## src/rtl/col_parity_restore_pkg.sv

```systemverilog
// Shared widths, bit-index helper and FSM encoding for the column-parity restore block.
// No logic of its own.
// Imported by the restore datapath and its slice sub-module.
package col_parity_restore_pkg;

    localparam int SLICE_W = 25;
    localparam int PAR_W   = 5;

    typedef enum logic [2:0] {
        ST_IDLE,
        ST_FIRST,
        ST_STREAM,
        ST_WRAP,
        ST_DRAIN
    } state_t;

    function automatic int bit_idx(input int x, input int y);
        return x + 5 * y;
    endfunction

endpackage

```

## src/rtl/col_parity_restore_slice.sv

```systemverilog
// Undo the column-parity mix on one slice and check the recovered column parities.
// Latency: combinational.
// Backpressure: none, pure function of its inputs.
module col_parity_restore_slice
    import col_parity_restore_pkg::*;
(
    input  logic [SLICE_W-1:0] s,
    input  logic [PAR_W-1:0]   c,
    input  logic [PAR_W-1:0]   p,
    output logic [SLICE_W-1:0] r,
    output logic               mismatch
);

    logic [PAR_W-1:0] col;

    always_comb begin
        r   = '0;
        col = '0;
        for (int x = 0; x < 5; x++) begin
            for (int y = 0; y < 5; y++) begin
                r[bit_idx(x, y)] = s[bit_idx(x, y)] ^ c[(x + 4) % 5] ^ p[(x + 1) % 5];
            end
        end
        // The restored slice must reproduce the parity it was restored with.
        for (int x = 0; x < 5; x++) begin
            for (int y = 0; y < 5; y++) begin
                col[x] = col[x] ^ r[bit_idx(x, y)];
            end
        end
        mismatch = |(col ^ c);
    end

endmodule

```

## src/rtl/col_parity_restore.sv

```systemverilog
// Recovers a theta-mixed state slice by slice; slice 0 is held and emitted last.
// Latency: 1 cycle from slice acceptance to out_valid.
// Backpressure: single output register; in_ready drops while the output is held.
module col_parity_restore
    import col_parity_restore_pkg::*;
#(
    parameter int NSLICE = 64,
    parameter int IDX_W  = 6
) (
    input  logic               clk,
    input  logic               rst,
    input  logic               start,
    input  logic               in_valid,
    output logic               in_ready,
    input  logic [SLICE_W-1:0] in_slice,
    input  logic [PAR_W-1:0]   in_par,
    output logic               out_valid,
    input  logic               out_ready,
    output logic [SLICE_W-1:0] out_slice,
    output logic [IDX_W-1:0]   out_index,
    output logic               busy,
    output logic               finish,
    output logic               parity_err
);

    state_t state_q, state_d;

    logic [IDX_W-1:0]   z_cnt;
    logic [SLICE_W-1:0] hold_slice;
    logic [PAR_W-1:0]   hold_par;
    logic [PAR_W-1:0]   prev_par;

    logic               out_free;
    logic               out_fire;
    logic               take_start;
    logic               take_first;
    logic               take_stream;
    logic               load_out;
    logic               wrap_sel;
    logic               done;

    logic [SLICE_W-1:0] rs_s;
    logic [PAR_W-1:0]   rs_c;
    logic [SLICE_W-1:0] rs_out;
    logic               rs_err;

    assign out_free = !out_valid || out_ready;
    assign out_fire = out_valid && out_ready;

    always_ff @(posedge clk) begin
        if (rst) begin
            state_q <= ST_IDLE;
        end else begin
            state_q <= state_d;
        end
    end

    always_comb begin
        state_d     = state_q;
        in_ready    = 1'b0;
        take_start  = 1'b0;
        take_first  = 1'b0;
        take_stream = 1'b0;
        load_out    = 1'b0;
        wrap_sel    = 1'b0;
        done        = 1'b0;
        case (state_q)
            ST_IDLE: begin
                if (start) begin
                    take_start = 1'b1;
                    state_d    = ST_FIRST;
                end
            end
            ST_FIRST: begin
                in_ready = 1'b1;
                if (in_valid) begin
                    take_first = 1'b1;
                    state_d    = ST_STREAM;
                end
            end
            ST_STREAM: begin
                in_ready = out_free;
                if (in_valid && out_free) begin
                    take_stream = 1'b1;
                    load_out    = 1'b1;
                    if (z_cnt == IDX_W'(NSLICE - 1)) begin
                        state_d = ST_WRAP;
                    end
                end
            end
            ST_WRAP: begin
                // Slice 0 needs C[.][NSLICE-1], only known once the last slice arrived.
                wrap_sel = 1'b1;
                if (out_free) begin
                    load_out = 1'b1;
                    state_d  = ST_DRAIN;
                end
            end
            ST_DRAIN: begin
                if (out_fire) begin
                    done    = 1'b1;
                    state_d = ST_IDLE;
                end
            end
            default: state_d = ST_IDLE;
        endcase
    end

    assign rs_s = wrap_sel ? hold_slice : in_slice;
    assign rs_c = wrap_sel ? hold_par   : in_par;

    col_parity_restore_slice u_slice (
        .s        (rs_s),
        .c        (rs_c),
        .p        (prev_par),
        .r        (rs_out),
        .mismatch (rs_err)
    );

    always_ff @(posedge clk) begin
        if (rst) begin
            z_cnt      <= '0;
            hold_slice <= '0;
            hold_par   <= '0;
            prev_par   <= '0;
            out_valid  <= 1'b0;
            out_slice  <= '0;
            out_index  <= '0;
            busy       <= 1'b0;
            finish     <= 1'b0;
            parity_err <= 1'b0;
        end else begin
            finish <= 1'b0;
            if (take_start) begin
                parity_err <= 1'b0;
                busy       <= 1'b1;
            end
            if (take_first) begin
                hold_slice <= in_slice;
                hold_par   <= in_par;
                prev_par   <= in_par;
                z_cnt      <= IDX_W'(1);
            end
            if (take_stream) begin
                prev_par <= in_par;
                z_cnt    <= z_cnt + IDX_W'(1);
            end
            if (load_out) begin
                out_slice <= rs_out;
                out_index <= wrap_sel ? '0 : z_cnt;
                out_valid <= 1'b1;
                if (rs_err) begin
                    parity_err <= 1'b1;
                end
            end else if (out_fire) begin
                out_valid <= 1'b0;
            end
            if (done) begin
                busy   <= 1'b0;
                finish <= 1'b1;
            end
        end
    end

endmodule

```

## config.mk

```make
export PLATFORM = sky130hd
export DESIGN_NAME = col_parity_restore
export DESIGN_NICKNAME = d
export VERILOG_FILES = /design/src/rtl/col_parity_restore_pkg.sv /design/src/rtl/col_parity_restore_slice.sv /design/src/rtl/col_parity_restore.sv
export SDC_FILE = /design/constraint.sdc
export NUM_CORES = 1
export LEC_CHECK = 0
export CORE_MARGIN = 2
export CORE_UTILIZATION = 24
export CTS_BUF_LIST = sky130_fd_sc_hd__clkbuf_4 sky130_fd_sc_hd__clkbuf_8
export CTS_CLUSTER_DIAMETER = 80
export DETAILED_ROUTE_END_ITERATION = 10
export PLACE_DENSITY = 0.43
export SLEW_MARGIN = 10
export SYNTH_ARGS = -nofsm -noshare
export SYNTH_HDL_FRONTEND = slang
export SYNTH_SLANG_ARGS = --single-unit
```

## constraint.sdc

```tcl
create_clock -name clk -period 2.2 [get_ports clk]
set_clock_uncertainty 0.1 [all_clocks]
set_input_delay 0.66 -clock clk [delete_from_list [all_inputs] [get_ports clk]]
set_output_delay 0.66 -clock clk [all_outputs]
set_load 0.05 [all_outputs]
```

Word level (Yosys, flattened, before mapping):

Cells that the tools add are included.

* register bits after elaboration: 79
* logic and storage cells: 136
* output and inout port bits: 36
* bits of input ports: 35

* reductions and logical operators: 10
* equal/unequal tests: 11
* multiplexer cells: 32
* bitwise logic cells: 71
* add/sub/neg operators: 1

Operators with widths (count)
* 1-bit XOR: 70
* 25-bit 2-to-1 mux: 1
* 3-bit 2-to-1 mux: 6
* 6-bit 2-to-1 mux: 3
* 1-bit 2-to-1 mux: 16
* 5-bit 2-to-1 mux: 3
* 3-bit case mux with 5 select lines: 1
* 2-bit inequality test (second input constant): 6
* 6-bit by 1-bit adder with 6-bit output (second input constant): 1
* 3-bit by 2-bit == test with 1-bit output (second input constant): 2
* 6-bit == test (second input constant): 1
* 6-bit AND reduction: 1
* 5-bit OR reduction: 1
* 5-bit XOR: 1
* 1-bit case mux with 2 select lines: 2
* 2-bit nonzero test: 2
* 3-bit by 1-bit == test with 1-bit output (second input constant): 1
* 3-bit == test (second input constant): 1
* 3-bit logical NOT: 1
* 1-bit logical AND: 2
* 2-bit OR reduction: 1
* 1-bit logical NOT: 1
* 1-bit logical OR: 1

Longest topological paths before layout:

Gate-level depths: netlist (run 1).

* depth in word-level cells: 13
* depth in mapped cells: 8
* gate-level depth less buffers: 6

Cells and area by module:

From an unflattened synthesis (run 1), not the netlist that was laid out.

* cells, all modules: 442
* area, all modules: 3865.0 µm²

By module, submodules not included
* col_parity_restore: area an instance 3276.9 µm², cells each 392, sequential area each 1581.5 µm², times used 1
* col_parity_restore_slice: area an instance 588.1 µm², cells each 50, sequential area each 0.0 µm², times used 1

Worst setup path after synthesis (run 1):

OpenSTA, ideal clock, no wires.

* kind: input port to output port
* from: in out_ready
* to: out in_ready
* required time: 1.440 ns
* setup slack: -0.409 ns
* arrival time: 1.849 ns
* stages on the path: 4
* buffers on the path: 0
* path through: nand2b_1 nand2_1 mux2_2 nor2_1

* cells in the longest elaborated chain, start to end: 2

RTL lines
* start, declared: RTL line col_parity_restore.sv:18 `input logic out_ready,`
* 1-bit logical OR: RTL line col_parity_restore.sv:47 `assign out_free = !out_valid || out_ready;`
* 1-bit case mux with 2 select lines: RTL line col_parity_restore.sv:67 `case (state_q)`
* end, declared: RTL line col_parity_restore.sv:14 `output logic in_ready,`

No other way between the ends.

Worst setup path after layout (run 1):

Ends and elaborated chain as after synthesis.

==> reports/metrics.cfg, run 1 <==
[die]
ios = 71
core_region_area_sq_mm = 0.01809
start_util_pct = 24.59
die_y_um = 140.1
rows = 49
die_width_um = 140.1
die-area_sq_mm = 0.01963

[cts]
clockRootBuffer = clkbuf_8
cts_tree = done
clkLatencyLatePin_ns = 0.37
clk_pin_slew_ns = 0.09
hold_buffers = 0
cts_sinks = 79
cts_buffers = 9
cts-htree-levels = 3
cts_buffer_depth = 2

[pwr]
internal_power_mw = 2.523
p_seq_share_pct = 41.5
p_per_area_mw_per_mm2 = 618.2
combPwrFrac_pct = 27.8
p_sw_mw = 1.199
p_total_mw = 3.722
peakVddDrop_mv = 0.2539
p_sw_share_pct = 32.23
leakage_nw = 2.269
clkPwrFrac_pct = 30.6

[drt]
drtIter0Drc = 171
wl_per_cell_um = 13.71
via_count = 3741
wl_um = 12200
postRouteAntennaNets = 0
via_per_inst = 4.203
drt_pre_antenna_iters = 10
route.detailed.drc = 8

[sta]
drv_slew = 0
fin_setup_tns_ns = 0
rsz0062_at_grt = yes
clock.fmax_mhz = 460.6
setup_violations = 0
slew_headroom_pct = 68.13
finalCritPeriodShare_pct = 98.67
final_hold_viol_count = 0
whs_ns = 0.3741
min_period_ns = 2.171
worstMarginPinSlew_ns = 0.4731

[worst_setup_path]
r2r_cells = 10
cp_slowest_cell = mux2_4
crit_fanout = 2
r2r_slack_ns = 0.13
crit_arrival_ns = 1.41
r2r_end = out_index[2]$_SDFFE_PP0P_
worstSetupPathType = in2out
crit_path_start_kind = input port
critPathLaunch = out_ready
worstPathRequired_ns = 1.44
path_delay_family = multiplexers
crit_path_end_kind = output port
path_buf_inv = 2
worstReg2RegStart = out_valid$_SDFFE_PP0P_
cpPeakStageDelay_ns = 0.28
path_cells = buf_6 > nand2b_4 > nand2_2 > mux2_4 > nor2_4 > buf_12

[yosys]
yosysSeqAreaShare_pct = 35.57
ys_types = 39
yosysWarnings = 0
synth_edf_count = 0
syn_nets = 586
synthArstFlopShare_pct = 0
synth_flop_cell = dfxtp_1
synth_cells = 550
syn_area_sq_mm = 0.004447
syn_avg_cell_area_sq_um = 8.085
synth_seq_cells = 79

[run_status]
status = complete, but fails checks
violations = DRC

[grt]
grt_use_total_pct = 12.81
grt_pass1_wl_um = 19460
first_global_vias = 3653
grt_max_degree = 56
antenna_found_initial = 0
grt_overflow = 0

[job]
cap_violations = 0

[layout]
nFillCells = 1901
syn2layout_area_growth_pct = 35.40
post-route-util_pct = 33.29
antennaDiodeCount = 0
nets = 692
drive_gt1_share_pct = 22.09
seqCellArea_sq_mm = 0.001588
multiInputGateArea_sq_mm = 0.002698

[hold_path]
hold_depth = 2
min_from = hold_slice[14]$_SDFFE_PP0P_
hold_class = reg2reg
min_to = hold_slice[14]$_SDFFE_PP0P_

[placed_design]
gp_congestion = 0.8100
io_buffers = 70
dp_hpwl_um = 9350

[how the worst max path moves through the flow]
stage                                 end  slack (ns)  cells past startpoint
floorplan                        in_ready       0.001                      4
global placement    parity_err$_SDFF_PP0_       -0.50                      7
detailed placement  parity_err$_SDFF_PP0_       -0.52                      7
CTS                              in_ready       0.007                      4
global route                     in_ready      -0.003                      6
finish                           in_ready        0.03                      6
[per-layer routing]
layer | routed length, um | share of wire, % | track usage [%] | vias up
li1 | - | - | - | 2009
met4 | 282 | 2.3 | 6.167 | 0
met3 | 387 | 3.2 | 2.530 | 14
met5 | 0 | 0 | 0 | -
met1 | 6061 | 50 | 16.92 | 1667
met2 | 5470 | 45 | 20.09 | 51
[metrics by stage]
step	instances	area, sq um	worst slack [ns]
finish	890	6021	0.02915
CTS	889	5956	0.006917
global route	890	6021	-0.002654
detailed placement	867	5700	-0.5221
global placement	867	5700	-0.5035
floorplan	550	4476	0.001240
[tightest hold or removal path: stages, from the launching register on]
cell	delay [ns]
dfxtp_1	0.33
nand2_1	0.05
a21oi_1	0.05
[kinds of logic after synthesis]
| family | share of synthesized area [%] |
|---|---|
| and+or+nand+nor | 16.35 |
| xor gates and xnor gates | 26.51 |
| AOI/OAI and AO/OA | 15.03 |
| DFF | 35.57 |
| buffers and inverters | 5.571 |
| muxes | 0.7034 |
| adders and majority gates | 0.2813 |
[final cells by class]
class | instances | area share (%)
Sequential cell | 79 | 26.37
Timing Repair Buffer | 142 | 20.51
Clock inverter | 7 | 1.309
Tap cell | 229 | 4.759
Clock buffer | 9 | 2.057
Inverter | 3 | 0.1870
Multi-Input combinational cell | 421 | 44.80
[what timing repair did]
action | in CTS | in global routing
cloned | 0 | 0
pin swaps | 3 | 4
gates resized for setup | 10 | 14
buffers inserted | 6 | 1
hold endpoints to repair | 0 | 0
endpoints found under the setup margin | 2 | 2
[state kept, by name, indices dropped and copies added, names as in the netlist]
name / cells
busy: 1
prev_par: 5
parity_err: 1
finish: 1
out_slice: 25
state_q: 3
z_cnt: 6
hold_par: 5
out_valid: 1
out_index: 6
hold_slice: 25
[synthesized netlist by cell type (5+ instances only)]
cell	count	area, sq um
nand2_1	99	371.6
xnor2_1	97	849.6
dfxtp_1	79	1582
nor2_1	49	183.9
a21oi_1	46	230.2
xor2_1	32	280.3
a211oi_1	27	202.7
clkbuf_1	25	93.84
o21ai_1	19	95.09
buf_2	12	60.06
o21ai_0	8	40.04
a22oi_1	7	52.55
buf_4	6	45.04
nand3b_1	5	37.54
[cell usage in the layout (no fill, tap or decap), types with 2 or more instances in the layout]
master / n
o21ai_0: 7
a21oi_1: 46
xnor2_1: 95
o21ai_1: 20
xnor2_2: 5
nand3_1: 4
buf_12: 6
clkdlybuf4s50_1: 27
xor2_1: 29
dlymetal6s2s_1: 3
buf_6: 3
inv_1: 2
nand2_1: 98
nand4_1: 2
dfxtp_2: 2
a211oi_1: 27
buf_4: 100
or3_1: 2
clkinv_4: 2
nor2_1: 48
mux2i_1: 2
inv_6: 3
dlygate4sd2_1: 2
dfxtp_1: 76
clkbuf_8: 9
nor2b_1: 2
xor2_2: 3
nand3b_1: 5
a22oi_1: 7
[power by group through the flow]
| stage | combinational (mW) | clock, mW | sequential, mW |
|---|---|---|---|
| 2_1_floorplan | 0.599 | 0 | 1.65 |
| 3_3_place_gp | 1.03 | 0 | 1.58 |
| 3_5_place_dp | 1.03 | 0 | 1.58 |
| 4_1_cts | 1.04 | 1.19 | 1.55 |
| 5_1_grt | 1.13 | 1.24 | 1.56 |
| 6_report | 1.04 | 1.14 | 1.55 |
No activity file was read; power rests on OpenSTA's default activity.
==> run 2: changes to the inputs <==
==> constraint.sdc (replaced) <==
create_clock -name clk -period 2.2 [get_ports clk]
set_clock_uncertainty 0.1 [all_clocks]
set_input_delay 0.22 -clock clk [delete_from_list [all_inputs] [get_ports clk]]
set_output_delay 0.22 -clock clk [all_outputs]
set_load 0.05 [all_outputs]
==> run 2 against run 1 <==
Net effect:
- the flow still finishes with violations (DRC)
- critical path depth shrank 1
- clock power is essentially flat
- power shrank 1.6%
- sequential cell count is the same
- first-iteration DRC count grew 4.1%
- setup slack gained 0.13 ns
- die area is the same
- via count shrank 1.7%
- global-route usage shrank 0.27 points
- combinational power shrank 5%
- wire length shrank 2.9%
- final area shrank 4.1%
- critical path type is now reg2out
- highest routed layer unchanged
==> reports/metrics.cfg, run 2 (same netlist as run 1, synthesis figures left out) <==
[cts]
cts_buffer_depth = 2
cts_tree = done
cts_sinks = 79
hold_buffers = 0
clockRootBuffer = clkbuf_8
clkLatencyLatePin_ns = 0.37
cts_buffers = 9
cts-resized-gates = 0
post_cts_buffers = 0
clk_pin_slew_ns = 0.08
cts-htree-levels = 3

[worst_setup_path]
path_cells = nand2b_1 > nand2_1 > mux2_2 > nor2_1 > buf_12
worstSetupPathType = reg2out
crit_fanout = 5
cpPeakStageDelay_ns = 0.35
worstReg2RegStart = state_q[2]$_SDFFE_PP0P_
path_buf_inv = 1
cp_slowest_cell = dfxtp_1
critPathLaunch = out_valid$_SDFFE_PP0P_
crit_arrival_ns = 1.72
path_delay_family = simple AND/OR/NAND/NOR gates
r2r_slack_ns = 0.25
r2r_cells = 6
crit_path_start_kind = flop
worstPathRequired_ns = 1.88
r2r_end = parity_err$_SDFF_PP0_
crit_path_end_kind = output port

[sta]
fin_setup_tns_ns = 0
slew_headroom_pct = 63.68
worstMarginPinSlew_ns = 0.5430
rsz0062_at_grt = no
setup_violations = 0
final_hold_viol_count = 0
finalCritPeriodShare_pct = 92.58
clock.fmax_mhz = 491.0
min_period_ns = 2.037
drv_slew = 0

[run_status]
violations = DRC
status = complete, but fails checks

[die]
die_width_um = 140.1
die-area_sq_mm = 0.01963
die_y_um = 140.1
start_util_pct = 24.59
rows = 49
ios = 71
core_region_area_sq_mm = 0.01809

[grt]
grt_max_degree = 59
antenna_found_initial = 0
first_global_vias = 3613
grt_use_total_pct = 12.54
grt_overflow = 0
grt_pass1_wl_um = 19240

[layout]
multiInputGateArea_sq_mm = 0.002624
syn2layout_area_growth_pct = 29.91
final_common_cell = nand2_1
nets = 662
nFillCells = 1941
antennaDiodeCount = 0
seqCellArea_sq_mm = 0.001582
top_regs = hold_slice x25, out_slice x25
drive_gt1_share_pct = 10.62
final_cell_mix = 99 x nand2_1, 97 x xnor2_1, 79 x dfxtp_1

[drt]
via_per_inst = 4.278
postRouteAntennaNets = 0
wl_um = 11850
route.detailed.drc = 6
drtIter0Drc = 178
wl_per_cell_um = 13.78
via_count = 3679
drt_pre_antenna_iters = 8

[pwr]
internal_power_mw = 2.489
p_per_area_mw_per_mm2 = 633.8
peakVddDrop_mv = 0.2786
p_total_mw = 3.661
p_seq_share_pct = 42.1
p_sw_share_pct = 32.03
combPwrFrac_pct = 26.9
p_sw_mw = 1.173
clkPwrFrac_pct = 31.0
leakage_nw = 1.976

[hold_path]
hold_depth = 2
min_to = state_q[2]$_SDFFE_PP0P_
hold_class = in2reg
min_from = rst

[placed_design]
dp_hpwl_um = 8989
gp_congestion = 0.7898
io_buffers = 70

[job]
cap_violations = 0

-- run 2: worst max-delay path by stage --
stage,endpoint,slack [ns],cells after the start
floorplan,in_ready,0.13,4
global placement,parity_err$_SDFF_PP0_,-0.12,7
detailed placement,parity_err$_SDFF_PP0_,-0.13,7
CTS,in_ready,0.13,5
global route,in_ready,0.04,5
finish,in_ready,0.16,5
-- run 2: per-stage QoR --
step	hold WS, ns	instances	util [%]	area [sq um]	setup WS (ns)
after detailed placement	0.3625	844	30.82	5574	-0.1284
after floorplan	0.2560	550	-	4447	0.1322
after global routing	0.2107	860	31.94	5777	0.04423
final	0.1943	860	31.94	5777	0.1633
after CTS	0.1788	860	31.94	5777	0.1310
after global placement	0.3602	844	30.82	5574	-0.1186
-- run 2: cell type report --
class,count,area share [%]
sequential,79,27.38
inverter,3,0.1949
clock inverter,6,1.235
tap,229,4.960
multi-input combinational,421,45.42
timing repair buffer,112,18.54
clock buffer,10,2.274
-- run 2: layer usage --
metal / track usage, % / wire [um]
met3: 2.325 / 358
met1: 17.20 / 6064
met5: 0 / 0
met4: 5.104 / 141
met2: 19.45 / 5286
-- run 2: power groups by stage --
stage,registers (mW),logic [mW],clock network (mW)
floorplan,1.65,0.592,0
global placement,1.57,0.997,0
detailed placement,1.58,1.00,0
CTS,1.54,1.00,1.18
global route,1.55,1.08,1.25
finish,1.54,0.986,1.13
-- run 2: worst register-to-register path, delay by kind of cell, from the launching register on --
| family | cells | cell delay [ns] |
|---|---|---|
| compound gates | 3 | 0.28 |
| buf+inv | 1 | 0.19 |
| flops | 1 | 0.35 |
| simple gates | 2 | 0.91 |
==> run 3: changes to the inputs <==
--- a/config.mk
+++ b/config.mk
@@ -10,6 +10,7 @@
 export CTS_BUF_LIST = sky130_fd_sc_hd__clkbuf_4 sky130_fd_sc_hd__clkbuf_8
 export CTS_CLUSTER_DIAMETER = 80
 export DETAILED_ROUTE_END_ITERATION = 10
+export GPL_TIMING_DRIVEN = 0
 export PLACE_DENSITY = 0.43
 export SLEW_MARGIN = 10
 export SYNTH_ARGS = -nofsm -noshare
==> run 3 against run 2 <==
Net effect:
- the run still ends with DRC left
- via count rose by 2.8%
- register-to-register slack got worse by 0.12 ns
- clock power grew 22%
==> reports/metrics.cfg, run 3 (same netlist as run 1, synthesis figures left out) <==
[placed_design]
dp_hpwl_um = 10060
gp_congestion = 0.7854
io_buffers = 64

[drt]
drtIter0Drc = 212
wl_met1_um = 6488
dr.max_layer_used = met4
postRouteAntennaNets = 0
route.detailed.drc = 6
drt_pre_antenna_iters = 8
wl_met3_um = 679
met2WireLength_um = 5948
wl_per_cell_um = 15.50
wl_um = 13310
via_per_inst = 4.403
via_count = 3782

[sta]
final_hold_viol_count = 0
clock.fmax_mhz = 482.0
slew_headroom_pct = 53.95
drv_slew = 0
setup_violations = 0
worstMarginPinSlew_ns = 0.6907
min_period_ns = 2.075
rsz0062_at_grt = no
finalCritPeriodShare_pct = 94.31

[cts]
clk_pin_slew_ns = 0.09
cts-htree-levels = 3
cts-resized-gates = 6
cts_buffer_depth = 2
cts_buffers = 9
cts_tree = done
hold_buffers = 0
clkLatencyLatePin_ns = 0.37
clockRootBuffer = clkbuf_8
post_cts_buffers = 0
cts_sinks = 79

[worst_setup_path]
crit_path_start_kind = input port
crit_arrival_ns = 1.75
crit_fanout = 5
crit_path_end_kind = output port
worstSetupPathType = in2out
worstPathRequired_ns = 1.88

[job]
cap_violations = 0

[pwr]
clkPwrFrac_pct = 35.5
leakage_nw = 1.897
combPwrFrac_pct = 25.1
p_seq_share_pct = 39.4
p_sw_share_pct = 30.43
internal_power_mw = 2.701
peakVddDrop_mv = 0.2652
p_sw_mw = 1.181
p_total_mw = 3.882
p_per_area_mw_per_mm2 = 689.7

[grt]
grt_use_total_pct = 13.76
grt_max_degree = 14
antenna_found_initial = 0
grt_overflow = 0
first_global_vias = 3556
grt_pass1_wl_um = 20490

[layout]
nFillCells = 1884
final_common_cell = nand2_1
drive_gt1_share_pct = 7.778
syn2layout_area_growth_pct = 26.56
nets = 661
post-route-util_pct = 31.12
top_regs = hold_slice x25, out_slice x25
antennaDiodeCount = 0
final_cell_mix = 99 x nand2_1, 97 x xnor2_1, 79 x dfxtp_1

[die]
start_util_pct = 24.59
die_width_um = 140.1
core_region_area_sq_mm = 0.01809
rows = 49
die-area_sq_mm = 0.01963
ios = 71
die_y_um = 140.1

[run_status]
status = complete, but fails checks
violations = DRC

[hold_path]
hold_class = in2reg

==> run 3: cell type report <==
type                       count  area, sq um  area share [%]
inverter                       3        11.26          0.2001
sequential                    79         1582           28.10
multi-input combinational    421         2624           46.62
clock inverter                 5        103.9           1.845
buffer                        47        240.2           4.269
tap                          229        286.5           5.091
clock buffer                  11        145.1           2.579
timing repair buffer          64        635.6           11.29
==> run 3: worst max-delay path, stage by stage <==
cell and delay (ns):
clkdlybuf4s50_1 0.52, nand2b_1 0.22, nand2_1 0.15, mux2_2 0.29
nor2_1 0.08, buf_2 0.27
==> run 3: routing by layer <==
| layer | vias up | track usage, % |
|---|---|---|
| met4 | 0 | 4.944 |
| li1 | 1958 | - |
| met3 | 13 | 2.017 |
| met2 | 90 | 21.65 |
| met1 | 1721 | 19.22 |
| met5 | - | 0 |
==> run 3: path summary, 6_finish.rpt <==
path	start	to	slack [ns]	depth (start not counted)
max	out_ready	in_ready	0.13	6
min	in_par[4]	hold_par[4]$_SDFFE_PP0P_	0.04	3
max reg2reg	state_q[1]$_SDFFE_PP0P_	out_slice[23]$_SDFFE_PP0P_	0.13	7
min reg2reg	hold_slice[10]$_SDFFE_PP0P_	hold_slice[10]$_SDFFE_PP0P_	0.37	2
==> run 3: power groups by stage <==
stage	Sequential (mW)	Combinational (mW)	Clock (mW)
3_5_place_dp	1.56	0.980	0
6_report	1.53	0.974	1.38
5_1_grt	1.54	1.06	1.46
2_1_floorplan	1.65	0.592	0
3_3_place_gp	1.56	0.975	0
4_1_cts	1.53	0.983	1.42
==> run 3: metrics by stage <==
| stage | setup WS, ns | area [sq um] | cells | setup TNS [ns] | hold WS, ns |
|---|---|---|---|---|---|
| global placement | -0.4406 | 5374 | 843 | -5.463 | 0.3586 |
| global route | 0.02784 | 5628 | 859 | 0 | 0.03745 |
| floorplan | 0.1322 | 4447 | 550 | 0 | 0.2560 |
| CTS | 0.02140 | 5633 | 859 | 0 | 0.01377 |
| detailed placement | -0.4125 | 5374 | 843 | -5.918 | 0.3646 |
| finish | 0.1251 | 5628 | 859 | 0 | 0.03742 |
